<file path="src/rtl/morph_window_ctrl_if.sv">
// Stream-side bundle for the morphology window sequencer.
// master drives pixels in and observes the line-buffer controls.
interface morph_window_ctrl_if #(
    parameter int DW = 10
);
    logic          iFVAL;
    logic          iDVAL;
    logic [DW-1:0] iDATA;
    logic [1:0]    iMODE;
    logic          oCLKEN;
    logic [DW-1:0] oDATA;
    logic [1:0]    oMODE;
    logic          oWVAL;
    logic [9:0]    oX;
    logic [9:0]    oY;
    logic          oBORDER;
    logic          oSOF;
    logic          oBUSY;
    logic          oERR;

    modport master (
        output iFVAL, iDVAL, iDATA, iMODE,
        input  oCLKEN, oDATA, oMODE, oWVAL,
        input  oX, oY, oBORDER, oSOF, oBUSY, oERR
    );

    modport slave (
        input  iFVAL, iDVAL, iDATA, iMODE,
        output oCLKEN, oDATA, oMODE, oWVAL,
        output oX, oY, oBORDER, oSOF, oBUSY, oERR
    );
endinterface

</file>
<file path="src/rtl/morph_window_ctrl.sv">
// 3x3 morphology line-buffer sequencer: position tracking,
// end-of-frame pad flush, window-centre and border flags.
module morph_window_ctrl #(
    parameter int            H_ACTIVE  = 640,
    parameter int            V_ACTIVE  = 480,
    parameter int            DW        = 10,
    parameter logic [DW-1:0] PAD_VALUE = 10'h3FF
) (
    input logic                iCLK,
    input logic                iRST_N,
    morph_window_ctrl_if.slave bus
);
    typedef enum logic [1:0] {
        S_IDLE,
        S_ACTIVE,
        S_FLUSH
    } state_t;

    localparam logic [9:0]  XL = 10'(H_ACTIVE - 1);
    localparam logic [9:0]  YL = 10'(V_ACTIVE - 1);
    localparam logic [10:0] FL = 11'(H_ACTIVE);

    state_t        r_state, w_state;
    logic          r_fval;
    logic [9:0]    r_in_x, w_in_x;
    logic [9:0]    r_in_y, w_in_y;
    logic [9:0]    r_cx, w_cx;
    logic [9:0]    r_cy, w_cy;
    logic          r_primed, w_primed;
    logic          r_cdone, w_cdone;
    logic [10:0]   r_fcnt, w_fcnt;
    logic          r_clken, w_clken;
    logic [DW-1:0] r_data, w_data;
    logic [1:0]    r_mode, w_mode;
    logic          r_wval, w_wval;
    logic [9:0]    r_x, w_x;
    logic [9:0]    r_y, w_y;
    logic          r_border, w_border;
    logic          r_sof, w_sof;
    logic          r_busy, w_busy;
    logic          r_err, w_err;
    logic          w_shift;
    logic          w_restart;
    logic          w_rise;
    logic          w_fall;
    logic          w_last;

    assign w_rise = bus.iFVAL & ~r_fval;
    assign w_fall = ~bus.iFVAL & r_fval;
    assign w_last = (r_in_x == XL) && (r_in_y == YL);

    always_comb begin
        w_state   = r_state;
        w_in_x    = r_in_x;
        w_in_y    = r_in_y;
        w_cx      = r_cx;
        w_cy      = r_cy;
        w_primed  = r_primed;
        w_cdone   = r_cdone;
        w_fcnt    = r_fcnt;
        w_clken   = 1'b0;
        w_data    = r_data;
        w_mode    = r_mode;
        w_wval    = 1'b0;
        w_x       = r_x;
        w_y       = r_y;
        w_border  = r_border;
        w_sof     = 1'b0;
        w_err     = 1'b0;
        w_shift   = 1'b0;
        w_restart = 1'b0;
        unique case (r_state)
            S_IDLE: begin
                w_restart = w_rise;
            end
            S_ACTIVE: begin
                // a falling FVAL only carries the final pixel
                w_shift = bus.iDVAL & ~(w_fall & ~w_last);
                if (w_shift) w_data = bus.iDATA;
                if (w_rise) begin
                    w_restart = 1'b1;
                    w_err     = 1'b1;
                end else if (w_fall && !w_shift) begin
                    w_state = S_IDLE;
                    w_err   = 1'b1;
                end else if (w_shift && w_last) begin
                    w_state = S_FLUSH;
                end
            end
            S_FLUSH: begin
                w_err = bus.iDVAL | w_rise;
                if (w_rise) begin
                    w_restart = 1'b1;
                end else begin
                    w_shift = 1'b1;
                    w_data  = PAD_VALUE;
                    if (r_fcnt == FL) w_state = S_IDLE;
                    else w_fcnt = r_fcnt + 11'd1;
                end
            end
            default: w_state = S_IDLE;
        endcase

        if (w_shift) begin
            w_clken = 1'b1;
            if (r_state == S_ACTIVE) begin
                if (r_in_x == XL) begin
                    w_in_x   = 10'd0;
                    w_in_y   = r_in_y + 10'd1;
                    w_primed = 1'b1;
                end else begin
                    w_in_x = r_in_x + 10'd1;
                end
            end
            // centre trails the input by one full line
            if (r_primed && !r_cdone) begin
                w_wval   = 1'b1;
                w_x      = r_cx;
                w_y      = r_cy;
                w_border = (r_cx == 10'd0) || (r_cx == XL) ||
                           (r_cy == 10'd0) || (r_cy == YL);
                if (r_cx == XL) begin
                    w_cx    = 10'd0;
                    w_cy    = r_cy + 10'd1;
                    w_cdone = (r_cy == YL);
                end else begin
                    w_cx = r_cx + 10'd1;
                end
            end
        end

        if (w_restart || w_state == S_IDLE) begin
            w_in_x   = 10'd0;
            w_in_y   = 10'd0;
            w_cx     = 10'd0;
            w_cy     = 10'd0;
            w_primed = 1'b0;
            w_cdone  = 1'b0;
            w_fcnt   = 11'd0;
        end
        if (w_restart) begin
            w_state = S_ACTIVE;
            w_sof   = 1'b1;
            w_mode  = (bus.iMODE == 2'd3) ? 2'd0 : bus.iMODE;
        end
        w_busy = (w_state != S_IDLE);
    end

    always_ff @(posedge iCLK or negedge iRST_N) begin
        if (!iRST_N) begin
            r_state  <= S_IDLE;
            r_fval   <= 1'b0;
            r_in_x   <= 10'd0;
            r_in_y   <= 10'd0;
            r_cx     <= 10'd0;
            r_cy     <= 10'd0;
            r_primed <= 1'b0;
            r_cdone  <= 1'b0;
            r_fcnt   <= 11'd0;
            r_clken  <= 1'b0;
            r_data   <= PAD_VALUE;
            r_mode   <= 2'd0;
            r_wval   <= 1'b0;
            r_x      <= 10'd0;
            r_y      <= 10'd0;
            r_border <= 1'b0;
            r_sof    <= 1'b0;
            r_busy   <= 1'b0;
            r_err    <= 1'b0;
        end else begin
            r_state  <= w_state;
            r_fval   <= bus.iFVAL;
            r_in_x   <= w_in_x;
            r_in_y   <= w_in_y;
            r_cx     <= w_cx;
            r_cy     <= w_cy;
            r_primed <= w_primed;
            r_cdone  <= w_cdone;
            r_fcnt   <= w_fcnt;
            r_clken  <= w_clken;
            r_data   <= w_data;
            r_mode   <= w_mode;
            r_wval   <= w_wval;
            r_x      <= w_x;
            r_y      <= w_y;
            r_border <= w_border;
            r_sof    <= w_sof;
            r_busy   <= w_busy;
            r_err    <= w_err;
        end
    end

    assign bus.oCLKEN  = r_clken;
    assign bus.oDATA   = r_data;
    assign bus.oMODE   = r_mode;
    assign bus.oWVAL   = r_wval;
    assign bus.oX      = r_x;
    assign bus.oY      = r_y;
    assign bus.oBORDER = r_border;
    assign bus.oSOF    = r_sof;
    assign bus.oBUSY   = r_busy;
    assign bus.oERR    = r_err;
endmodule

</file>
<file path="src/flat_wrapper.sv">
// flat-port wrapper written by rule: the top's interface ports become plain ports
module morph_window_ctrl_flat 
#(
    parameter int            H_ACTIVE  = 640,
    parameter int            V_ACTIVE  = 480,
    parameter int            DW        = 10,
    parameter logic [DW-1:0] PAD_VALUE = 10'h3FF
)
  (iCLK, iRST_N, bus_iFVAL, bus_iDVAL, bus_iDATA, bus_iMODE, bus_oCLKEN, bus_oDATA, bus_oMODE, bus_oWVAL, bus_oX, bus_oY, bus_oBORDER, bus_oSOF, bus_oBUSY, bus_oERR);
  morph_window_ctrl_if #(.DW(DW)) bus_i ();
  input logic iCLK;
  input logic iRST_N;
  input wire logic [$bits(bus_i.iFVAL)-1:0] bus_iFVAL;
  input wire logic [$bits(bus_i.iDVAL)-1:0] bus_iDVAL;
  input wire logic [$bits(bus_i.iDATA)-1:0] bus_iDATA;
  input wire logic [$bits(bus_i.iMODE)-1:0] bus_iMODE;
  output wire logic [$bits(bus_i.oCLKEN)-1:0] bus_oCLKEN;
  output wire logic [$bits(bus_i.oDATA)-1:0] bus_oDATA;
  output wire logic [$bits(bus_i.oMODE)-1:0] bus_oMODE;
  output wire logic [$bits(bus_i.oWVAL)-1:0] bus_oWVAL;
  output wire logic [$bits(bus_i.oX)-1:0] bus_oX;
  output wire logic [$bits(bus_i.oY)-1:0] bus_oY;
  output wire logic [$bits(bus_i.oBORDER)-1:0] bus_oBORDER;
  output wire logic [$bits(bus_i.oSOF)-1:0] bus_oSOF;
  output wire logic [$bits(bus_i.oBUSY)-1:0] bus_oBUSY;
  output wire logic [$bits(bus_i.oERR)-1:0] bus_oERR;
  assign bus_i.iFVAL = bus_iFVAL;
  assign bus_i.iDVAL = bus_iDVAL;
  assign bus_i.iDATA = bus_iDATA;
  assign bus_i.iMODE = bus_iMODE;
  assign bus_oCLKEN = bus_i.oCLKEN;
  assign bus_oDATA = bus_i.oDATA;
  assign bus_oMODE = bus_i.oMODE;
  assign bus_oWVAL = bus_i.oWVAL;
  assign bus_oX = bus_i.oX;
  assign bus_oY = bus_i.oY;
  assign bus_oBORDER = bus_i.oBORDER;
  assign bus_oSOF = bus_i.oSOF;
  assign bus_oBUSY = bus_i.oBUSY;
  assign bus_oERR = bus_i.oERR;
  morph_window_ctrl #(.H_ACTIVE(H_ACTIVE), .V_ACTIVE(V_ACTIVE), .DW(DW), .PAD_VALUE(PAD_VALUE)) u_core (.iCLK(iCLK), .iRST_N(iRST_N), .bus(bus_i));
endmodule
</file>
<file path="config.mk">
export PLATFORM = sky130hd
export DESIGN_NAME = morph_window_ctrl_flat
export DESIGN_NICKNAME = d
export VERILOG_FILES = /design/src/rtl/morph_window_ctrl_if.sv /design/src/rtl/morph_window_ctrl.sv /design/src/flat_wrapper.sv
export SDC_FILE = /design/constraint.sdc
export NUM_CORES = 1
export LEC_CHECK = 0
export CAP_MARGIN = 20
export CORE_UTILIZATION = 40
export DETAILED_ROUTE_END_ITERATION = 6
export PLACE_DENSITY = 0.73
export SYNTH_ARGS = -nofsm -noshare
export SYNTH_HDL_FRONTEND = slang
export SYNTH_SLANG_ARGS = --single-unit
export TNS_END_PERCENT = 100
</file>
<file path="constraint.sdc">
create_clock -name iCLK -period 2.3 [get_ports iCLK]
set_input_delay 0.575 -clock iCLK [delete_from_list [all_inputs] [get_ports iCLK]]
set_output_delay 0.575 -clock iCLK [all_outputs]
set_load 0.005 [all_outputs]
</file>
=== Yosys cells after proc, flatten, opt, wreduce, memory -nomap -nowiden ===
Cells that the tools add are included.

* Add/subtract/negate cells: 5
* Multiply operators: 0
* Div/mod/pow operators: 0
* Order comparisons: 0
* Equal/unequal tests: 12
* Shifts and indexed selects: 0
* Multiplexer cells: 50
* Bitwise operators: 9
* Reductions and logical operators: 30

{| class="wikitable"
|+ Operator list
! cell !! count
|-
| $mux 10 || 18
|-
| $mux 11 || 4
|-
| $add 10x1->10 const B || 4
|-
| $eq 10x10->1 const B || 2
|-
| $eq 10x9->1 const B || 2
|-
| $logic_not 10->1 || 2
|-
| $pmux 10 s2 || 1
|-
| $mux 1 || 16
|-
| $reduce_bool 2->1 || 8
|-
| $mux 2 || 7
|-
| $reduce_and 3->1 || 4
|-
| $add 11x1->11 const B || 1
|-
| $eq 11x10->1 const B || 1
|-
| $ne 2x2->1 const B || 3
|-
| $pmux 1 s2 || 3
|-
| $pmux 2 s3 || 1
|-
| $reduce_and 2->1 || 3
|-
| $and 1x1->1 || 4
|-
| $eq 2x2->1 const B || 2
|-
| $logic_and 1x1->1 || 4
|-
| $logic_not 2->1 || 2
|-
| $logic_or 1x1->1 || 4
|-
| $not 1->1 || 4
|-
| $eq 2x1->1 const B || 1
|-
| 4 further kinds || 5
|}

* Bits in registers: 94
* Latch bits: 0
* Bits in writable memories: 0
* Bits in read-only memories: 0
* Word-level logic and storage cells: 125
* Memories kept: 0

=== Depth between registers and ports, before layout ===
Gate-level depths: netlist (run 1).

* Word-level depth: 15
* Depth in mapped cells: 9
* Gate-level depth less buffers: 7

=== Least setup slack after synthesis (run 1) ===
OpenSTA, ideal clock, no wires.

* Path kind: reg-to-reg
* Start point: register u_core.r_in_y[0]
* End point: register u_core.r_x[2] (netlist: u_core.bus.oX[2])
* Setup time: 0.128 ns
* Arrival time: 2.377 ns
* Data required time: 2.172 ns
* Slack: -0.204 ns
* Stages on the path, launching flop included: 8
* Path buffers: 1
* Clock period less this slack: 2.504 ns
* Cell sequence: dfrtp_1 -> ha_1 -> inv_1 -> or4_1 -> o32ai_2 -> nand2_1 -> buf_2 -> mux2_1

* Word-level cells in the longest chain between the ends: 8

{| class="wikitable"
|+ Ends and longest elaborated chain
! element !! line !! RTL
|-
| from (decl) || morph_window_ctrl.sv:26 || <nowiki>logic [9:0] r_in_y, w_in_y;</nowiki>
|-
| from (signal assigned) || morph_window_ctrl.sv:174 || <nowiki>r_in_y <= w_in_y;</nowiki>
|-
| $eq 10x9->1 || morph_window_ctrl.sv:50 || <nowiki>assign w_last = (r_in_x == XL) && (r_in_y == YL);</nowiki>
|-
| $logic_and 1x1->1 || morph_window_ctrl.sv:50 ||
|-
| $not 1->1 || morph_window_ctrl.sv:78 || <nowiki>w_shift = bus.iDVAL & ~(w_fall & ~w_last);</nowiki>
|-
| $and 1x1->1 || morph_window_ctrl.sv:78 ||
|-
| $not 1->1 || morph_window_ctrl.sv:78 ||
|-
| $and 1x1->1 || morph_window_ctrl.sv:78 ||
|-
| $pmux 1 s2 || morph_window_ctrl.sv:72 || <nowiki>unique case (r_state)</nowiki>
|-
| $reduce_and 2->1 (no line) || n/a ||
|-
| to (signal assigned) || morph_window_ctrl.sv:184 || <nowiki>r_x <= w_x;</nowiki>
|-
| to (decl) || morph_window_ctrl.sv:36 || <nowiki>logic [9:0] r_x, w_x;</nowiki>
|}

Every way passes these cells.
A chain may end at the register's enable or synchronous reset.

=== Final worst setup path (run 1) ===
* Start point: register u_core.r_in_y[3]
* End point: register u_core.r_cy[6]

* Word-level cells in the longest chain between the ends: 15
* Elaborated cells between the ends (all ways): 21

{| class="wikitable"
|+ Ends and longest elaborated chain
! element !! line !! RTL
|-
| $eq 10x9->1 * || morph_window_ctrl.sv:50 ||
|-
| $logic_and 1x1->1 * || morph_window_ctrl.sv:50 ||
|-
| $not 1->1 || morph_window_ctrl.sv:78 ||
|-
| $and 1x1->1 || morph_window_ctrl.sv:78 ||
|-
| $not 1->1 || morph_window_ctrl.sv:78 ||
|-
| $and 1x1->1 || morph_window_ctrl.sv:78 ||
|-
| $logic_and 1x1->1 or $logic_not 1->1 (tied branches) || morph_window_ctrl.sv:86, morph_window_ctrl.sv:83 ||
|-
| $mux 2 or $logic_and 1x1->1 (tied branches) || morph_window_ctrl.sv:86, morph_window_ctrl.sv:83 ||
|-
| $mux 2 || morph_window_ctrl.sv:83 || <nowiki>end else if (w_fall && !w_shift) begin</nowiki>
|-
| $mux 2 || morph_window_ctrl.sv:80 || <nowiki>if (w_rise) begin</nowiki>
|-
| $pmux 2 s3 || morph_window_ctrl.sv:72 ||
|-
| $logic_not 2->1 || morph_window_ctrl.sv:132 || <nowiki>if (w_restart || w_state == S_IDLE) begin</nowiki>
|-
| $logic_or 1x1->1 || morph_window_ctrl.sv:132 ||
|-
| $reduce_bool 2->1 (no line) || n/a ||
|-
| $reduce_and 3->1 (no line) || n/a ||
|-
| to (signal assigned) || morph_window_ctrl.sv:176 || <nowiki>r_cy <= w_cy;</nowiki>
|-
| to (decl) || morph_window_ctrl.sv:28 || <nowiki>logic [9:0] r_cy, w_cy;</nowiki>
|}

Every way passes the cells marked *; elsewhere a longest branch is shown, timed or not.

==> results.cfg, run 1 <==
[layout]
final_layout_size_suffix_gt1_share_pct = 22.8
diodes = 0
final_core_util_pct = 55.7
fillers = 978
fin_cells = 723
fin_area_um2 = 6360
finalNetCount = 604
areaGrowthSynthToFinish_pct = 35.3

[synthesis]
synth_flop_cell = dfrtp_1
synth.net_count = 501
synth_compound_area_share_pct = 16.6
synth.area.mux_share_pct = 4.26
synth-simple-area-share_pct = 19.7
synth_area_leaders = dfrtp_1 (45%), dfstp_2 (5.6%), a21oi_1 (4.8%), mux2_1 (3.6%), ha_1 (3.2%)
syn_area_per_cell_um2 = 9.94
async_flop_share_pct = 100
synth_top_family_by_area = simple AND/OR/NAND/NOR gates
yosysTopAreaCell = dfrtp_1
synthDistinctLibCells = 53
synth_xor_area_share_pct = 2.05
postSynthCellCount = 473
synth_top_area_share_pct = 44.7
syn_area_um2 = 4700
ys_seq_area_share_pct = 50.3
ys_seq_elements = 94
synth_adder_area_share_pct = 3.19
yosys_warnings = 0
yosysMostFrequentCell = dfrtp_1
ys_top_cells_by_count = dfrtp_1 (84), a21oi_1 (45), nor2_1 (32)
synth_enable_flop_cells = 0

[route]
routed.top_layer = met4
wl_mm = 11.0
drt-met1-wl_mm = 4.81
firstDrtPassIters = 5
post-route-drc-count = 0
via_per_inst = 5.60
antenna_left = 0
met2WireLength_mm = 5.48
route.met3.wl_um = 470
num_vias = 4047
wl_per_cell_um = 15.2
drt_iter0_markers = 208

[placement]
dp_slack_ns = -0.351
io_buffers = 53
dp_hpwl_mm = 7.53
globalplace.congestion = 0.866
dpl_cell_area_um2 = 5870
dp_cells = 703

[sta]
hold_ws_ns = 0.133
rsz0062_at_grt = yes
finalWorstSetupSlack_ns = -0.0655
fmax_mhz = 423
setup-violations-final = 21
finalClockSkew_ns = 0.00615
max-slew-margin-rel_pct = 69.1
final_hold_viol_count = 0
period_needed_ns = 2.37
setup_tns_ns = -0.493
fin_crit_sh_pct = 103
drv_slew = 0
tightest_slew_ns = 0.463

[power]
power_mw = 4.72
power_density_nw_per_um2 = 743
worst_ir_drop_vdd_mv = 0.891
p_leak_nw = 2.61

[worst_setup_path]
start_kind = flip-flop
crit-reg2reg-launch = u_core.r_in_y[3]
path_max_fanout = 34
endpoint_kind = flip-flop
cp.arrival_ns = 2.65
crit_start = u_core.r_in_y[3]
path_class = flip-flop to flip-flop
worst_ep_required_time_ns = 2.59
critPathCapture = u_core.r_cy[6]
worstReg2RegEnd = u_core.r_cy[6]
rr_worst_depth = 6
r2r_slack_ns = -0.07

[worst_hold_path]
worst_hold_path_type = primary input to async pin

[clock_tree]
cts_buffers = 9
clk_path_buf_depth = 2
worst_skew_pair.late_latency_ns = 0.36
clkTransAtPathRegs_ns = 0.07
hold_buffers = 0
clock_sinks = 94
htreeDepth = 3
root_buffer = clkbuf_16
cts_tree = yes

[die]
die-area_um2 = 12200
core_area_um2 = 11400
chipHeight_um = 110
die_w_um = 110
initial_core_util_pct = 41.2
ios = 54
fp-row-count = 39

[outcome]
violations = negative setup slack
status = complete, but fails checks

[global_route]
grt_pass1_wl_mm = 18.1
grt_use_total_pct = 19.5
grt_pass1_vias = 3915
antenna_found_initial = 0
grt_max_degree = 49
grt-ovfl-total = 0

[job]
drv_cap = 0
==> repair_timing <==
action	CTS	global route
buffers inserted	3	1
resized for setup	13	20
gates cloned	0	1
pin swaps	14	9
endpoints found under the setup margin	38	57
==> cell families after synthesis <==
group,Yosys count
AOI/OAI and AO/OA,125
muxes,18
adders and majority gates,12
DFF,94
xor gates and xnor gates,11
buffers and inverters,47
and+or+nand+nor,166
==> worst min-delay path by stage <==
stage	start	slack, ns	to	cells after the start
CTS	iRST_N	0.14	u_core.bus.oX[7]	1
finish	iRST_N	0.13	u_core.r_in_y[3]	1
global placement	u_core.bus.oX[9]	0.47	u_core.bus.oX[9]	1
detailed placement	u_core.bus.oX[2]	0.48	u_core.bus.oX[2]	1
global route	iRST_N	0.17	u_core.r_in_y[3]	1
floorplan	iRST_N	0.28	u_core.bus.oBORDER	0
==> registers in the layout, indices dropped and copies added, names as in the netlist, 10 cells and up <==
name,count
u_core.bus.oDATA,10
u_core.bus.oX,10
u_core.bus.oY,10
u_core.r_cx,10
u_core.r_cy,10
u_core.r_fcnt,11
u_core.r_in_x,10
u_core.r_in_y,10
==> layer usage <==
layer,vias up,track usage (%)
met2,104,32.2
met5,-,0
met4,0,9.49
met1,1965,24.3
li1,1962,-
met3,16,3.94
==> power breakdown <==
part / total [mW] / switching (mW) / internal (mW) / leakage (nW)
combinational: 1.19 / 0.607 / 0.584 / 1.18
sequential: 1.91 / 0.0663 / 1.84 / 1.27
clock: 1.62 / 0.640 / 0.979 / 0.159
==> cells in the final DEF, fill, tap and decap left out, types with 11 or more instances in the layout <==
master	instances
o31ai_1	11
buf_4	57
a21oi_2	11
o21ai_0	21
nor2_1	31
nand2_1	19
dfrtp_1	84
a21oi_1	34
nand3_1	25
inv_1	20
nand4_1	12
or3_1	14
clkdlybuf4s50_1	52
or4_1	15
==> layout make-up <==
class	count	area (um2)	share of cell area, %
Tap cell	143	179	2.81
Timing Repair Buffer	118	1110	17.4
Sequential cell	94	2360	37.2
Clock inverter	5	82.6	1.30
Inverter	21	78.8	1.24
Clock buffer	10	239	3.76
Multi-Input combinational cell	332	2300	36.3
==> critical path: stages, from the launching register on <==
cell	delay, ns
dfrtp_1	0.39
nand3_1	0.13
or4_4	0.58
o32a_1	0.39
buf_12	0.18
or4_1	0.49
a21oi_2	0.13
(Power assumes the default switching activity.)
==> run 2: changes to the inputs <==
- MAX_ROUTING_LAYER: not set -> met4
==> results.cfg, run 2 (synthesis results as in run 1) <==
[outcome]
status = complete, but fails checks
violations = negative setup slack

[worst_setup_path]
endpoint_kind = flip-flop
crit-reg2reg-launch = u_core.r_in_y[3]
worst_ep_required_time_ns = 2.59
path_cells = nand3_1 > or4_4 > o32a_1 > buf_12 > or4_1 > a21oi_2
crit_start = u_core.r_in_y[3]
cp.arrival_ns = 2.66
path_class = flip-flop to flip-flop
cp_num_buf_inv = 1
path_max_fanout = 34
cp_top_family = simple AND/OR/NAND/NOR gates
critPathSlowestCell = or4_4
start_kind = flip-flop
worst_path_largest_cell_delay_ns = 0.58

[clock_tree]
cts_buffers = 9
clkTransAtPathRegs_ns = 0.07
root_buffer = clkbuf_16
clock_sinks = 94
clk_path_buf_depth = 2
worst_skew_pair.late_latency_ns = 0.36
cts_tree = yes
htreeDepth = 3
hold_buffers = 0

[route]
antenna_left = 0
post-route-drc-count = 0
wl_per_cell_um = 15.2
firstDrtPassIters = 4
num_vias = 4034
wl_mm = 11.0
drt_iter0_markers = 187
via_per_inst = 5.58

[layout]
final_common_cell = dfrtp_1
final_cell_mix = dfrtp_1 (84), buf_4 (57), clkdlybuf4s50_1 (52)
fillers = 978
final_core_util_pct = 55.7
largest_register_ff_count = 11
fin_cells = 723
regMostFlops = u_core.r_fcnt
register_area_um2 = 2360
final_layout_size_suffix_gt1_share_pct = 22.8
fin_area_um2 = 6360
areaGrowthSynthToFinish_pct = 35.3
finalNetCount = 604
multi_input_area_um2 = 2300
diodes = 0

[die]
initial_core_util_pct = 41.2
die-area_um2 = 12200
fp-row-count = 39
core_area_um2 = 11400
chipHeight_um = 110
ios = 54
die_w_um = 110

[sta]
period_needed_ns = 2.37
rsz0062_at_grt = yes
max-slew-margin-rel_pct = 68.0
fin_crit_sh_pct = 103
setup-violations-final = 23
finalClockSkew_ns = 0.00591
finalWorstSetupSlack_ns = -0.0737
fmax_mhz = 421
drv_slew = 0
tightest_slew_ns = 0.480
final_hold_viol_count = 0
setup_tns_ns = -0.651
hold_ws_ns = 0.132

[power]
p_leak_nw = 2.61
worst_ir_drop_vdd_mv = 0.891
power_mw = 4.72
power_density_nw_per_um2 = 743

[placement]
dp_slack_ns = -0.351
globalplace.congestion = 0.880
dpl_cell_area_um2 = 5870
dp_hpwl_mm = 7.53
io_buffers = 53
dp_cells = 703

[global_route]
antenna_found_initial = 0
grt_pass1_wl_mm = 18.1
grt_pass1_vias = 3923
grt-ovfl-total = 0
grt_max_degree = 49
grt_use_total_pct = 20.0

[worst_hold_path]
worst_hold_path_type = primary input to async pin

[job]
drv_cap = 0
## run 2: cell counts in the layout (fill, tap and decap cells not counted)
Identical to the previous run, type by type.
## run 2: report_power, final
| group | internal (mW) | switching, mW | leakage (nW) |
|---|---|---|---|
| combinational | 0.584 | 0.610 | 1.18 |
| clock | 0.979 | 0.641 | 0.159 |
| sequential | 1.84 | 0.0654 | 1.27 |
## run 2: path summary, 6_finish.rpt
| path | end | slack (ns) | depth (start not counted) |
|---|---|---|---|
| max | u_core.r_cy[6] | -0.07 | 6 |
| min | u_core.r_in_y[3] | 0.13 | 1 |
| max reg2reg | u_core.r_cy[6] | -0.07 | 6 |
| min reg2reg | u_core.bus.oX[2] | 0.49 | 1 |
| max in group asynchronous | u_core.bus.oDATA[6] | 1.52 | 2 |
| min in group iCLK | u_core.bus.oX[2] | 0.49 | 1 |
## run 2: area by class of cell
class                   instances  share of cell area [%]
clock inverters                 5                    1.30
flip-flops and latches         94                    37.2
clock buffers                  10                    3.76
well taps                     143                    2.81
repair buffers                118                    17.4
multi-input cells             332                    36.3
inverters                      21                    1.24
## run 2: layer usage
layer | part of all wire [%] | up-vias | wire length, um | global-route usage [%]
met5 | 0 | - | 0 | -
met4 | 1.9 | 0 | 205 | 9.49
met3 | 3.6 | 16 | 394 | 3.76
met2 | 50 | 91 | 5480 | 32.2
met1 | 45 | 1964 | 4910 | 24.4
li1 | - | 1963 | - | -
## run 2: timing repair
action	in CTS	in global routing
gates resized for setup	13	20
buffers inserted	3	1
pin swaps	14	9
cloned	0	1
setup endpoints to repair	38	57
## run 2: worst register-to-register path, delay by kind of cell, from the launching register on
family / cells / cell delay (ns)
AOI/OAI and AO/OA: 2 / 0.52
buffers and inverters: 1 / 0.18
DFF: 1 / 0.39
and+or+nand+nor: 3 / 1.21
==> run 3: changes to the inputs <==
- SLEW_MARGIN: not set -> 0
==> results of run 3 <==
The final DEF is identical to that of run 2; final timing and power are the same.
